## src/rtl/sccb_responder.sv

```systemverilog
// rtl/sccb_responder.sv - SCCB slave (camera side) with register write/read target interface
//
// Purpose: decodes SCCB START/STOP, device ID, sub-address and data from an
//          oversampled SIO_C/SIO_D pair; supports 3-phase write and
//          2-phase write + 2-phase read; drives SIO_D open-drain style.
// Ports:
//   CLK, RST      system clock, synchronous active-high reset
//   i_sio_c       SCCB clock line (resolved bus level)
//   i_sio_d       SCCB data line (resolved bus level)
//   o_sio_d_low   1 = pull SIO_D low, 0 = release
//   o_rd_addr     sub-address latched by the last matched write phase
//   i_rd_data     register value for o_rd_addr, sampled at read-byte load
//   o_wr_valid    one-CLK pulse marking a completed write
//   o_wr_addr     sub-address of the completed write
//   o_wr_data     data byte of the completed write
//   o_busy        high from START until STOP/abort
module sccb_responder #(
   parameter logic [7:0] DeviceAddress = 8'h42,
   parameter int         SyncStages    = 2,
   parameter bit         DriveAck      = 1'b1
) (
   input  logic       CLK,
   input  logic       RST,
   input  logic       i_sio_c,
   input  logic       i_sio_d,
   output logic       o_sio_d_low,
   output logic [7:0] o_rd_addr,
   input  logic [7:0] i_rd_data,
   output logic       o_wr_valid,
   output logic [7:0] o_wr_addr,
   output logic [7:0] o_wr_data,
   output logic       o_busy
);

   typedef enum logic [3:0] {
      IDLE, ID, ID_ACK, SUB, SUB_ACK, DATA, DATA_ACK, RD_BYTE, RD_NA, IGNORE
   } state_t;

   localparam logic ACK_LOW = DriveAck;

   logic [SyncStages-1:0] c_sync;
   logic [SyncStages-1:0] d_sync;
   logic                  c_q;
   logic                  d_q;
   logic                  c_s;
   logic                  d_s;
   logic                  c_rise;
   logic                  c_fall;
   logic                  start_ev;
   logic                  stop_ev;

   state_t     state;
   logic [3:0] bit_cnt;
   logic [7:0] rx_sh;
   logic [7:0] tx_sh;
   logic       id_rd;

   // Synchronizers reset to 1 (idle bus level) so reset release cannot fake an edge.
   always_ff @(posedge CLK) begin
      if (RST) begin
         c_sync <= '1;
         d_sync <= '1;
         c_q    <= 1'b1;
         d_q    <= 1'b1;
      end else begin
         c_sync <= {c_sync[SyncStages-2:0], i_sio_c};
         d_sync <= {d_sync[SyncStages-2:0], i_sio_d};
         c_q    <= c_s;
         d_q    <= d_s;
      end
   end

   assign c_s      = c_sync[SyncStages-1];
   assign d_s      = d_sync[SyncStages-1];
   assign c_rise   =  c_s & ~c_q;
   assign c_fall   = ~c_s &  c_q;
   assign start_ev =  c_s &  d_q & ~d_s;
   assign stop_ev  =  c_s & ~d_q &  d_s;

   always_ff @(posedge CLK) begin
      if (RST) begin
         state       <= IDLE;
         bit_cnt     <= 4'd0;
         rx_sh       <= 8'd0;
         tx_sh       <= 8'd0;
         id_rd       <= 1'b0;
         o_sio_d_low <= 1'b0;
         o_rd_addr   <= 8'd0;
         o_wr_valid  <= 1'b0;
         o_wr_addr   <= 8'd0;
         o_wr_data   <= 8'd0;
         o_busy      <= 1'b0;
      end else begin
         o_wr_valid <= 1'b0;
         // START/STOP take priority; a SIO_C edge coinciding with START is dropped.
         if (start_ev) begin
            state       <= ID;
            bit_cnt     <= 4'd0;
            o_busy      <= 1'b1;
            o_sio_d_low <= 1'b0;
         end else if (stop_ev) begin
            state       <= IDLE;
            o_busy      <= 1'b0;
            o_sio_d_low <= 1'b0;
         end else if (c_rise) begin
            if ((state == ID || state == SUB || state == DATA) && bit_cnt != 4'd8) begin
               rx_sh   <= {rx_sh[6:0], d_s};
               bit_cnt <= bit_cnt + 4'd1;
            end
         end else if (c_fall) begin
            case (state)
               ID: begin
                  if (bit_cnt == 4'd8) begin
                     if (rx_sh[7:1] == DeviceAddress[7:1]) begin
                        state       <= ID_ACK;
                        id_rd       <= rx_sh[0];
                        o_sio_d_low <= ACK_LOW;
                     end else begin
                        state       <= IGNORE;
                        o_sio_d_low <= 1'b0;
                     end
                  end
               end
               ID_ACK: begin
                  if (id_rd) begin
                     // First read bit goes out on the same edge that ends the ack.
                     state       <= RD_BYTE;
                     o_sio_d_low <= ~i_rd_data[7];
                     tx_sh       <= {i_rd_data[6:0], 1'b0};
                     bit_cnt     <= 4'd1;
                  end else begin
                     state       <= SUB;
                     o_sio_d_low <= 1'b0;
                     bit_cnt     <= 4'd0;
                  end
               end
               SUB: begin
                  if (bit_cnt == 4'd8) begin
                     state       <= SUB_ACK;
                     o_rd_addr   <= rx_sh;
                     o_sio_d_low <= ACK_LOW;
                  end
               end
               SUB_ACK: begin
                  state       <= DATA;
                  o_sio_d_low <= 1'b0;
                  bit_cnt     <= 4'd0;
               end
               DATA: begin
                  if (bit_cnt == 4'd8) begin
                     state       <= DATA_ACK;
                     o_wr_valid  <= 1'b1;
                     o_wr_addr   <= o_rd_addr;
                     o_wr_data   <= rx_sh;
                     o_sio_d_low <= ACK_LOW;
                  end
               end
               DATA_ACK: begin
                  state       <= IGNORE;
                  o_sio_d_low <= 1'b0;
               end
               RD_BYTE: begin
                  if (bit_cnt == 4'd8) begin
                     state       <= RD_NA;
                     o_sio_d_low <= 1'b0;
                  end else begin
                     o_sio_d_low <= ~tx_sh[7];
                     tx_sh       <= {tx_sh[6:0], 1'b0};
                     bit_cnt     <= bit_cnt + 4'd1;
                  end
               end
               RD_NA: begin
                  state       <= IGNORE;
                  o_sio_d_low <= 1'b0;
               end
               default: begin
                  o_sio_d_low <= 1'b0;
               end
            endcase
         end
      end
   end

endmodule
```

## config.mk

```make
export PLATFORM = sky130hd
export DESIGN_NAME = sccb_responder
export DESIGN_NICKNAME = d
export VERILOG_FILES = /design/src/rtl/sccb_responder.sv
export SDC_FILE = /design/constraint.sdc
export NUM_CORES = 1
export LEC_CHECK = 0
export ABC_AREA = 1
export BUFFER_PORTS_ARGS = -buffer_cell sky130_fd_sc_hd__buf_2
export CAP_MARGIN = 20
export CELL_PAD_IN_SITES_DETAIL_PLACEMENT = 0
export CELL_PAD_IN_SITES_GLOBAL_PLACEMENT = 1
export CORE_AREA = 5 5 74 93
export CTS_BUF_LIST = sky130_fd_sc_hd__clkbuf_2
export CTS_CLUSTER_DIAMETER = 200
export CTS_CLUSTER_SIZE = 40
export DETAILED_ROUTE_END_ITERATION = 16
export DIE_AREA = 0 0 79 98
export PLACE_DENSITY_LB_ADDON = 0.1
export SKIP_LAST_GASP = 1
export SLEW_MARGIN = 20
export SYNTH_ARGS = -nofsm -noshare
export SYNTH_HDL_FRONTEND = slang
export SYNTH_SLANG_ARGS = --single-unit
```

## constraint.sdc

```tcl
create_clock -name CLK -period 4.4 [get_ports CLK]
set_input_delay 0.44 -clock CLK [delete_from_list [all_inputs] [get_ports CLK]]
set_output_delay 0.44 -clock CLK [all_outputs]
set_load 0.01 [all_outputs]
```

---- Yosys cells after proc, flatten, opt, wreduce, memory -nomap -nowiden ----
Index checks and enable logic that the tools add are counted.
W data, S select, Z words.
word-level totals
  register bits after elaboration ......... 58
  word-level logic and storage cells ...... 112
  bits of input ports ..................... 12
  output and inout port bits .............. 27
operators by class
  reductions and logical operators ........ 24
  mux-type cells .......................... 29
  add/subtract/negate cells ............... 1
  bitwise operators ....................... 17
  eq/ne operators ......................... 25
operator list
  cell                  number
  $mux W4               9
  $pmux W4 S7           1
  $reduce_and A7 Y1     4
  $eq A4 B3 Y1 const B  4
  $mux W8               2
  $pmux W8 S2           1
  $mux W1               13
  $ne A4 B3 Y1 const B  3
  $pmux W4 S3           1
  $reduce_and A6 Y1     2
  $not A1 Y1            11
  $ne A2 B1 Y1 const B  5
  $reduce_bool A9 Y1    1
  $eq A4 B2 Y1 const B  2
  $eq A4 B4 Y1 const B  2
  $ne A4 B4 Y1 const B  2
  $reduce_and A4 Y1     2
  $eq A7 B6 Y1 const B  1
  $reduce_bool A7 Y1    1
  $and A1 B1 Y1         6
  $ne A2 B2 Y1 const B  3
  $reduce_bool A2 Y1    3
  $reduce_or A2 Y1      3
  $reduce_or A6 Y1      1
  12 further kinds      13

---- Longest topological paths before layout ----
Gate-level depths: netlist (run 1).
  word-level depth ........................ 8
  depth in mapped cells ................... 12
  depth with buffers taken out ............ 11

---- Worst setup path after synthesis (run 1) ----
Ideal clock, no wire load.
  path type ............................... reg2reg
  start ................................... register bit_cnt[0]
  end ..................................... register o_wr_data[4]
  setup time .............................. 0.119 ns
  data required time ...................... 4.281 ns
  arrival time ............................ 1.379 ns
  clock period less this slack ............ 1.499 ns
  stages on the path, launching flop included .. 11
  path slack .............................. 2.901 ns
  buffers on the path ..................... 1
  cell sequence ........................... dfxtp_1 > inv_1 > ha_1 > nand2_1 > nor2_2 > nand3_2 > inv_2 > nand2_2 > buf_2 > o21ai_0 > a21oi_1
on the way
  word-level cells in the longest chain between the ends .. 2
RTL lines
  what                                line  source
  start, declared                     53    logic [3:0] bit_cnt;
  start signal, assigned              108   bit_cnt <= bit_cnt + 4'd1;
  start signal, assigned              169   bit_cnt <= bit_cnt + 4'd1;
  $eq A4 B4 Y1                        150   if (bit_cnt == 4'd8) begin
  $reduce_and A6 Y1 (no source line)  --
  end signal, assigned                154   o_wr_data <= rx_sh;
  end, declared                       31    output logic [7:0] o_wr_data,
Every way passes these cells.
A chain may end at the register's enable or synchronous reset.

---- Final worst setup path (run 1) ----
  start ................................... register bit_cnt[0]
  end ..................................... register o_wr_data[2]
The elaborated chain is that of the path after synthesis.

==> results of run 1 <==
## area by class of cell
class | count | area, sq um | area share, %
multi-input cells | 218 | 1171 | 39.66
flip-flops and latches | 57 | 1141 | 38.64
inverters | 65 | 244.0 | 8.263
repair buffers | 38 | 190.2 | 6.441
well taps | 68 | 85.08 | 2.881
clock inverters | 5 | 71.32 | 2.415
clock buffers | 10 | 50.05 | 1.695
## final timing paths
| check | from | end | slack [ns] |
|---|---|---|---|
| max | bit_cnt[0] | o_wr_data[2] | 2.46 |
| min reg2reg | c_sync[0] | c_sync[1] | 0.43 |
| max reg2reg | bit_cnt[0] | o_wr_data[2] | 2.46 |
| min | i_sio_d | d_sync[0] | 0.17 |
## power by group
| part | switching [mW] | internal (mW) |
|---|---|---|
| Clock | 0.188 | 0.183 |
| Sequential | 0.00424 | 0.521 |
| Combinational | 0.0339 | 0.0204 |
## layout by cell type, fill, tap and decap left out, drive strengths merged
cell type   n
nor3        3
bufinv      2
a21boi      1
nand4       1
ha          4
nand3b      1
nand3      18
inv        64
clkinv      4
nand2      43
a21oi      49
o21ai      54
dfxtp      57
a31oi       1
clkbuf     10
o211ai      2
xor2        1
or2         4
xnor2       1
nor2       34
a211oi      1
buf        38
## flip-flops by register name, summed over array words and instances, names as in the netlist
register	count
o_wr_data	8
state	4
o_rd_addr	8
o_wr_addr	8
id_rd	1
o_wr_valid	1
d_sync	2
bit_cnt	4
c_sync	2
c_q	1
o_busy	1
o_sio_d_low	1
rx_sh	8
d_q	1
tx_sh	7
## cell families (layout without fill, tap and decap cells)
kind of cell	count (synthesis)	after routing	share of synthesized area (%)
AOI/OAI and AO/OA	108	108	22.40
buffers and inverters	78	118	11.92
DFF	57	57	43.47
xor gates and xnor gates	2	2	0.6674
adders and majority gates	4	4	1.907
and+or+nand+nor	104	104	19.64
## routing by layer
metal	GRT usage [%]	vias up	part of all wire, %
met1	18.35	1012	45
met4	5.291	0	1.1
li1	-	1209	-
met5	0	-	0
met3	4.982	7	5.0
met2	25.81	46	49
## worst register-to-register path, cell delays in order, from the launching register on
cell     delay (ns)
dfxtp_1        0.38
inv_1          0.07
ha_1           0.15
nand2_1        0.07
nor2_2         0.25
nand3_2        0.13
inv_2          0.08
nand2_2        0.32
o21ai_0        0.32
a21oi_1        0.07
## per-stage QoR
| step | instances | total power [mW] |
|---|---|---|
| finish | 461 | 0.9500 |
| global route | 461 | 0.9965 |
| CTS | 461 | 0.9650 |
| detailed placement | 446 | 0.5910 |
| global placement | 446 | 0.5912 |
| floorplan | 353 | 0.5765 |
==> impl_metrics.csv, run 1 <==
group,metric,value,unit
critical_path,cp.arrival,2.28,ns
clocking,postCtsHoldBufs,0,
global_routing,grt_util_all_layers,15.39,%
worst_hold_path,whs_path_depth,2,
power_and_ir_drop,power_density,321.7,mW/mm^2
synth,synth_warnings,0,
synth,synth_edf_count,0,
timing,layout_setup_ws,2.460,ns
global_routing,antenna_found_initial,0,
clocking,clk_pin_slew,0.15,ns
layout,area_delta_synth_final,12.49,%
timing,finalSetupTns,0,ns
synth,synth_seq_cells,57,
route,drt_iter0_drc,104,
timing,rsz0062_at_grt,"no",
global_routing,grt_max_degree,43,
critical_path,slowest_delay,0.38,ns
critical_path,cp_top_family,"simple AND/OR/NAND/NOR gates",
synth,synth_area_per_cell,7.436,sq um
route,drc,0,
run,cap_violations,0,
route,routedWlPerCell,12.05,microns
timing,final-setup-viol-count,0,
run_status,outcome,"complete, no violations",
synth,ys_seq_area_share,43.47,%
layout,final_net_count,405,
place,dp_hpwl,3989,microns
clocking,clock-root-buffer,"clkbuf_2",
route,first_pass_iters,5,
place,io_buffers,38,
route,vias,2274,
synth,async_flop_share,0,%
clocking,cts_tree,"built",
clocking,cts_resized,0,
route,ant_nets,0,
synth,synth_commonest_cells,"dfxtp_1, inv_1, a21oi_1",
critical_path,cp_max_fo,33,
critical_path,cp.depth,9,
synth,yosys_most_used_dff,"dfxtp_1",
global_routing,grt_pass1_vias,2115,
die,die_w,79,microns
critical_path,rr_worst_depth,9,
global_routing,grt_first_pass_wirelength,9556,microns
clocking,cts_buffers,9,
timing,finalCriticalPeriod,1.940,ns
clocking,cts_num_sinks,57,
critical_path,crit_path_start_kind,"flop",
place,place_area,0.002831,sq mm
critical_path,cpMaxStageDelayCell,"dfxtp_1",
die,start_util,44.00,%
route,vias_per_cell,4.933,
synth,synth_cells,353,
synth,synthMostInstantiatedCell,"dfxtp_1",
layout,fill_cells,651,
critical_path,worst-setup-path-type,"flop to flop",
timing,drv_slew,0,
die,ios,39,
timing,fmax,515.5,MHz
route,detail_route.wirelength,5554,microns
synth,synth_top_cell_by_area,"dfxtp_1",
die,core_area,0.005966,sq mm
synth,syn-cell-area,0.002625,sq mm
power_and_ir_drop,worst_ir_drop_vdd,0.2117,mV
layout,drive_gt1_share,22.65,%
worst_hold_path,hold_class,"primary input to flop",
timing,hold_viol_final,0,
timing,fin_skew,0.02436,ns
synth,syn-num-nets,369,
clocking,insertion_delay,0.46,ns
critical_path,setup.worst_path.end_class,"flop",
synth,synth_top_area_share,43.47,%
timing,worst_slew_pin_slew,0.9978,ns
place,gp_congestion,0.8216,
power_and_ir_drop,power_leakage,1.269,nW
clocking,h-tree-depth,3,
die,rows,32,
critical_path,worstPathRequired,4.74,ns
synth,synth_area_leaders,"dfxtp_1, a21oi_1, inv_1",
layout,diodes,0,
clocking,cts_setup_buffers,0,
timing,hold_ws,0.1714,ns
global_routing,gr-total-overflow,0,
clocking,cts.path.max_buffers,2,
critical_path,cp_num_buf_inv,2,
place,preCtsSetupSlack,2.450,ns
die,dieArea,0.007742,sq mm
synth,ys_types,33,
timing,post-route-period-util,44.09,%
layout,fin_util,49.50,%
timing,relSlewSlack,33.07,%
layout,final_cell_area,0.002953,sq mm
critical_path,crit_chain,"inv_1 > ha_1 > nand2_1 > nor2_2 > nand3_2 > inv_2 > nand2_2 > o21ai_0 > a21oi_1",
die,die_h,98,microns
No activity file was read; power rests on OpenSTA's default activity.
==> run 2, diff against run 1 <==
- CORE_AREA: 5 5 74 93 -> 5 5 76 96
- DIE_AREA: 0 0 79 98 -> 0 0 81 101
- clock period: 4.4 -> 1.8 ns (I/O delays scaled with it)
==> impl_metrics.csv, run 2 (synthesis gave the netlist of run 1 again) <==
group,metric,value,unit
run,cap_violations,0,
layout,final_net_count,419,
timing,hold_viol_final,0,
die,core_area,0.006359,sq mm
route,drt_iter0_drc,99,
critical_path,cp.depth,10,
timing,rsz0062_at_grt,"yes",
critical_path,cp_num_buf_inv,1,
layout,area_delta_synth_final,20.83,%
global_routing,antenna_found_initial,0,
die,rows,33,
critical_path,r2r-start,"bit_cnt[0]",
critical_path,crit_path_start_kind,"flop",
layout,multi_input_area,0.001189,sq mm
critical_path,rr_worst_depth,10,
clocking,cts.path.max_buffers,2,
layout,drive_gt1_share,25.25,%
critical_path,setup.worst_path.end_class,"flop",
worst_hold_path,hold_class,"primary input to flop",
power_and_ir_drop,worst_ir_drop_vdd,0.3327,mV
critical_path,crit_start,"bit_cnt[0]",
timing,relSlewSlack,72.57,%
critical_path,worstPathRequired,2.17,ns
clocking,cts_tree,"built",
timing,fin_skew,0.02090,ns
power_and_ir_drop,power_density,796.5,mW/mm^2
timing,finalCriticalPeriod,1.672,ns
die,ios,39,
critical_path,cpMaxStageDelayCell,"dfxtp_1",
layout,final_cell_mix,"dfxtp_1, inv_1, a21oi_1",
critical_path,worstReg2RegEnd,"bit_cnt[1]",
critical_path,worst-setup-path-type,"flop to flop",
layout,regArea,0.001141,sq mm
die,die_h,101,microns
global_routing,grt_pass1_vias,2191,
timing,drv_slew,0,
route,ant_nets,0,
route,vias,2328,
timing,hold_ws,0.08991,ns
die,start_util,41.28,%
clocking,clk_pin_slew,0.16,ns
place,preCtsSetupSlack,0.09550,ns
clocking,cts_num_sinks,57,
timing,layout_setup_ws,0.1284,ns
route,routedWlPerCell,11.78,microns
layout,diodes,0,
critical_path,cp_top_family,"simple AND/OR/NAND/NOR gates",
route,first_pass_iters,5,
route,drc,0,
critical_path,crit_top_cell,"nand2_1",
die,die_w,81,microns
clocking,cts_setup_buffers,0,
timing,worst_slew_pin_slew,0.4092,ns
timing,post-route-period-util,92.86,%
timing,fmax,598.2,MHz
global_routing,gr-total-overflow,0,
global_routing,grt_first_pass_wirelength,9880,microns
layout,final_common_cell,"dfxtp_1",
timing,final-setup-viol-count,0,
critical_path,endpoint,"bit_cnt[1]",
critical_path,r2r_slack,0.13,ns
route,detail_route.wirelength,5830,microns
power_and_ir_drop,p_total,2.526,mW
run_status,outcome,"complete, no violations",
layout,fin_util,49.88,%
power_and_ir_drop,power_leakage,1.383,nW
die,dieArea,0.008181,sq mm
clocking,cts_buffers,9,
critical_path,slowest_delay,0.43,ns
global_routing,grt_util_all_layers,15.74,%
clocking,clock-root-buffer,"clkbuf_2",
place,dp_hpwl,4330,microns
layout,fill_cells,697,
clocking,h-tree-depth,3,
route,vias_per_cell,4.703,
critical_path,crit_chain,"inv_1 > ha_1 > nand2_1 > nor2_4 > nor2_1 > nand2_1 > o21ai_4 > nand2_1 > nand2_1 > a21oi_1",
place,gp_congestion,0.8126,
timing,finalSetupTns,0,ns
critical_path,cp_max_fo,6,
critical_path,cp.arrival,2.04,ns
global_routing,grt_max_degree,37,
clocking,insertion_delay,0.45,ns
place,io_buffers,38,
run 2: cell types whose count changed in the layout (fill, tap and decap cells not counted), sizes merged:
cell,delta
buf,+10
dlygate4sd3,+4
clkinv,-2
bufinv,+1
clkbuf,+1
inv,+1
run 2: layer usage:
| layer | global-route usage, % | wire length (microns) | vias up |
|---|---|---|---|
| met1 | 18.30 | 2579 | 1035 |
| met4 | 7.412 | 53 | 0 |
| li1 | - | - | 1238 |
| met3 | 4.383 | 243 | 6 |
| met5 | 0 | 0 | - |
| met2 | 26.38 | 2955 | 49 |
run 2: what timing repair did:
| action | 4_1_cts | 5_1_grt |
|---|---|---|
| resized for setup | 0 | 3 |
| setup endpoints to repair | 0 | 27 |
| hold buffers | 4 | 0 |
| endpoints found under the hold margin | 4 | 0 |
run 2: how the worst min path moves through the flow:
stage / slack [ns] / to / from / depth (start not counted)
after CTS: 0.03 / o_sio_d_low / i_rd_data[7] / 4
after global routing: 0.06 / tx_sh[3] / i_rd_data[2] / 5
final: 0.09 / o_sio_d_low / i_rd_data[7] / 4
after floorplan: 0.28 / c_sync[0] / i_sio_c / 1
after detailed placement: 0.37 / d_sync[0] / i_sio_d / 2
after global placement: 0.36 / d_sync[0] / i_sio_d / 2
run 2: stage by stage:
stage | instances | cell area (sq um)
after floorplan | 353 | 2625
after global placement | 475 | 2955
after detailed placement | 475 | 2955
after CTS | 495 | 3154
after global routing | 495 | 3172
final | 495 | 3172
run 2: layout make-up:
class	count	share of cell area, %
flip-flops and latches	57	35.98
inverters	65	7.692
clock buffers	11	1.736
repair buffers	52	10.41
clock inverters	5	3.274
well taps	87	3.432
multi-input cells	218	37.48
run 2: worst min-delay path: stages:
cell and delay (ns):
buf_2 0.07, o21ai_0 0.08, o21ai_1 0.12, a21boi_1 0.07
run 2: power by group:
group / total (mW) / internal, mW / switching (mW) / leakage (nW)
logic: 0.151 / 0.0622 / 0.0887 / 0.827
clock network: 1.09 / 0.613 / 0.479 / 0.0961
registers: 1.28 / 1.27 / 0.00997 / 0.461
total: 2.53 / 1.95 / 0.577 / 1.38
==> run 3, diff against run 2 <==
- HOLD_SLACK_MARGIN: not set -> 0.12
==> impl_metrics.csv, run 3 (synthesis gave the netlist of run 1 again) <==
group,metric,value,unit
clocking,cts.path.max_buffers,2,
die,die_h,101,microns
global_routing,grt_pass1_vias,2257,
clocking,clock-root-buffer,"clkbuf_2",
critical_path,rr_worst_depth,10,
die,core_area,0.006359,sq mm
route,detail_route.wirelength,5988,microns
layout,diodes,0,
power_and_ir_drop,p_total,2.547,mW
layout,final_cell_mix,"dfxtp_1, inv_1, a21oi_1",
power_and_ir_drop,power_leakage,1.418,nW
critical_path,worst-setup-path-type,"flop to flop",
clocking,cts_buffers,9,
clocking,h-tree-depth,3,
route,first_pass_iters,4,
clocking,clk_pin_slew,0.16,ns
layout,drive_gt1_share,24.70,%
layout,final_net_count,428,
critical_path,worstPathRequired,2.18,ns
timing,hold_ws,0.4339,ns
worst_hold_path,hold_class,"flop to flop",
route,drt_iter0_drc,107,
route,ant_nets,0,
die,rows,33,
critical_path,crit_start,"bit_cnt[0]",
timing,final-setup-viol-count,0,
die,dieArea,0.008181,sq mm
clocking,cts_tree,"built",
power_and_ir_drop,power_density,780.9,mW/mm^2
timing,finalSetupTns,0,ns
layout,fill_cells,686,
timing,worst_slew_pin_slew,0.4223,ns
global_routing,grt_max_degree,37,
timing,fmax,594.7,MHz
run,cap_violations,0,
critical_path,cp.arrival,2.06,ns
critical_path,r2r-start,"bit_cnt[0]",
global_routing,gr-total-overflow,0,
run_status,outcome,"complete, no violations",
timing,rsz0062_at_grt,"yes",
layout,final_common_cell,"dfxtp_1",
clocking,cts_setup_buffers,0,
timing,finalCriticalPeriod,1.681,ns
global_routing,grt_first_pass_wirelength,10150,microns
power_and_ir_drop,worst_ir_drop_vdd,0.3327,mV
critical_path,worstReg2RegEnd,"bit_cnt[1]",
die,die_w,81,microns
die,ios,39,
global_routing,antenna_found_initial,0,
global_routing,grt_util_all_layers,16.14,%
timing,drv_slew,0,
clocking,insertion_delay,0.46,ns
critical_path,setup.worst_path.end_class,"flop",
place,io_buffers,38,
timing,fin_skew,0.02084,ns
layout,area_delta_synth_final,24.26,%
timing,hold_viol_final,0,
die,start_util,41.28,%
critical_path,crit_path_start_kind,"flop",
place,dp_hpwl,4330,microns
route,vias_per_cell,4.710,
route,vias,2374,
timing,post-route-period-util,93.41,%
route,routedWlPerCell,11.88,microns
critical_path,endpoint,"bit_cnt[1]",
critical_path,r2r_slack,0.12,ns
place,gp_congestion,0.8126,
timing,relSlewSlack,71.70,%
critical_path,cp_max_fo,6,
route,drc,0,
clocking,cts_num_sinks,57,
==> run 3: where the power goes <==
group,internal [mW],switching [mW],leakage [nW]
Combinational,0.0749,0.0922,0.861
Sequential,1.27,0.0100,0.461
Clock,0.612,0.483,0.0961
Total,1.96,0.586,1.42
==> run 3: through the flow <==
step / utilization (%) / cell area (sq um) / setup WS [ns] / instances
2_1_floorplan: - / 2625 / 0.3011 / 353
3_3_place_gp: 46.48 / 2955 / 0.1285 / 475
3_5_place_dp: 46.48 / 2955 / 0.09550 / 475
4_1_cts: 51.02 / 3244 / 0.05884 / 504
5_1_grt: 51.30 / 3262 / -0.06397 / 504
6_report: 51.30 / 3262 / 0.1186 / 504
==> run 3: worst max-delay path, stage by stage, from the launching register on <==
cell	delay [ns]
dfxtp_1	0.43
inv_1	0.06
ha_1	0.21
nand2_1	0.11
nor2_4	0.07
nor2_1	0.22
nand2_1	0.13
o21ai_4	0.11
nand2_1	0.13
nand2_1	0.09
a21oi_1	0.05
==> run 3: timing repair <==
action                     4_1_cts  5_1_grt
gates resized for setup          0        3
hold endpoints to repair        15        0
setup endpoints to repair        0       27
hold buffers                    13        0
==> run 3: worst min-delay path by stage <==
stage                   start        end  slack [ns]  cells after the start
detailed placement    i_sio_d  d_sync[0]        0.37                      2
finish              d_sync[0]  d_sync[1]        0.43                      1
global route        d_sync[0]  d_sync[1]        0.46                      1
CTS                 d_sync[0]  d_sync[1]        0.43                      1
global placement      i_sio_d  d_sync[0]        0.36                      2
floorplan             i_sio_c  c_sync[0]        0.28                      1
==> run 3: routing by layer <==
metal  track usage [%]  share of wire (%)
met3             4.383                3.9
met4             7.412                1.8
met1             18.57                 45
met5                 0                  0
met2             27.45                 50
==> run 3: layout make-up <==
type,instances,area [sq um],share of cell area (%)
repair buffers,61,420.4,12.89
multi-input cells,218,1189,36.44
well taps,87,108.9,3.337
flip-flops and latches,57,1141,34.98
clock inverters,5,103.9,3.184
inverters,65,244.0,7.480
clock buffers,11,55.05,1.688
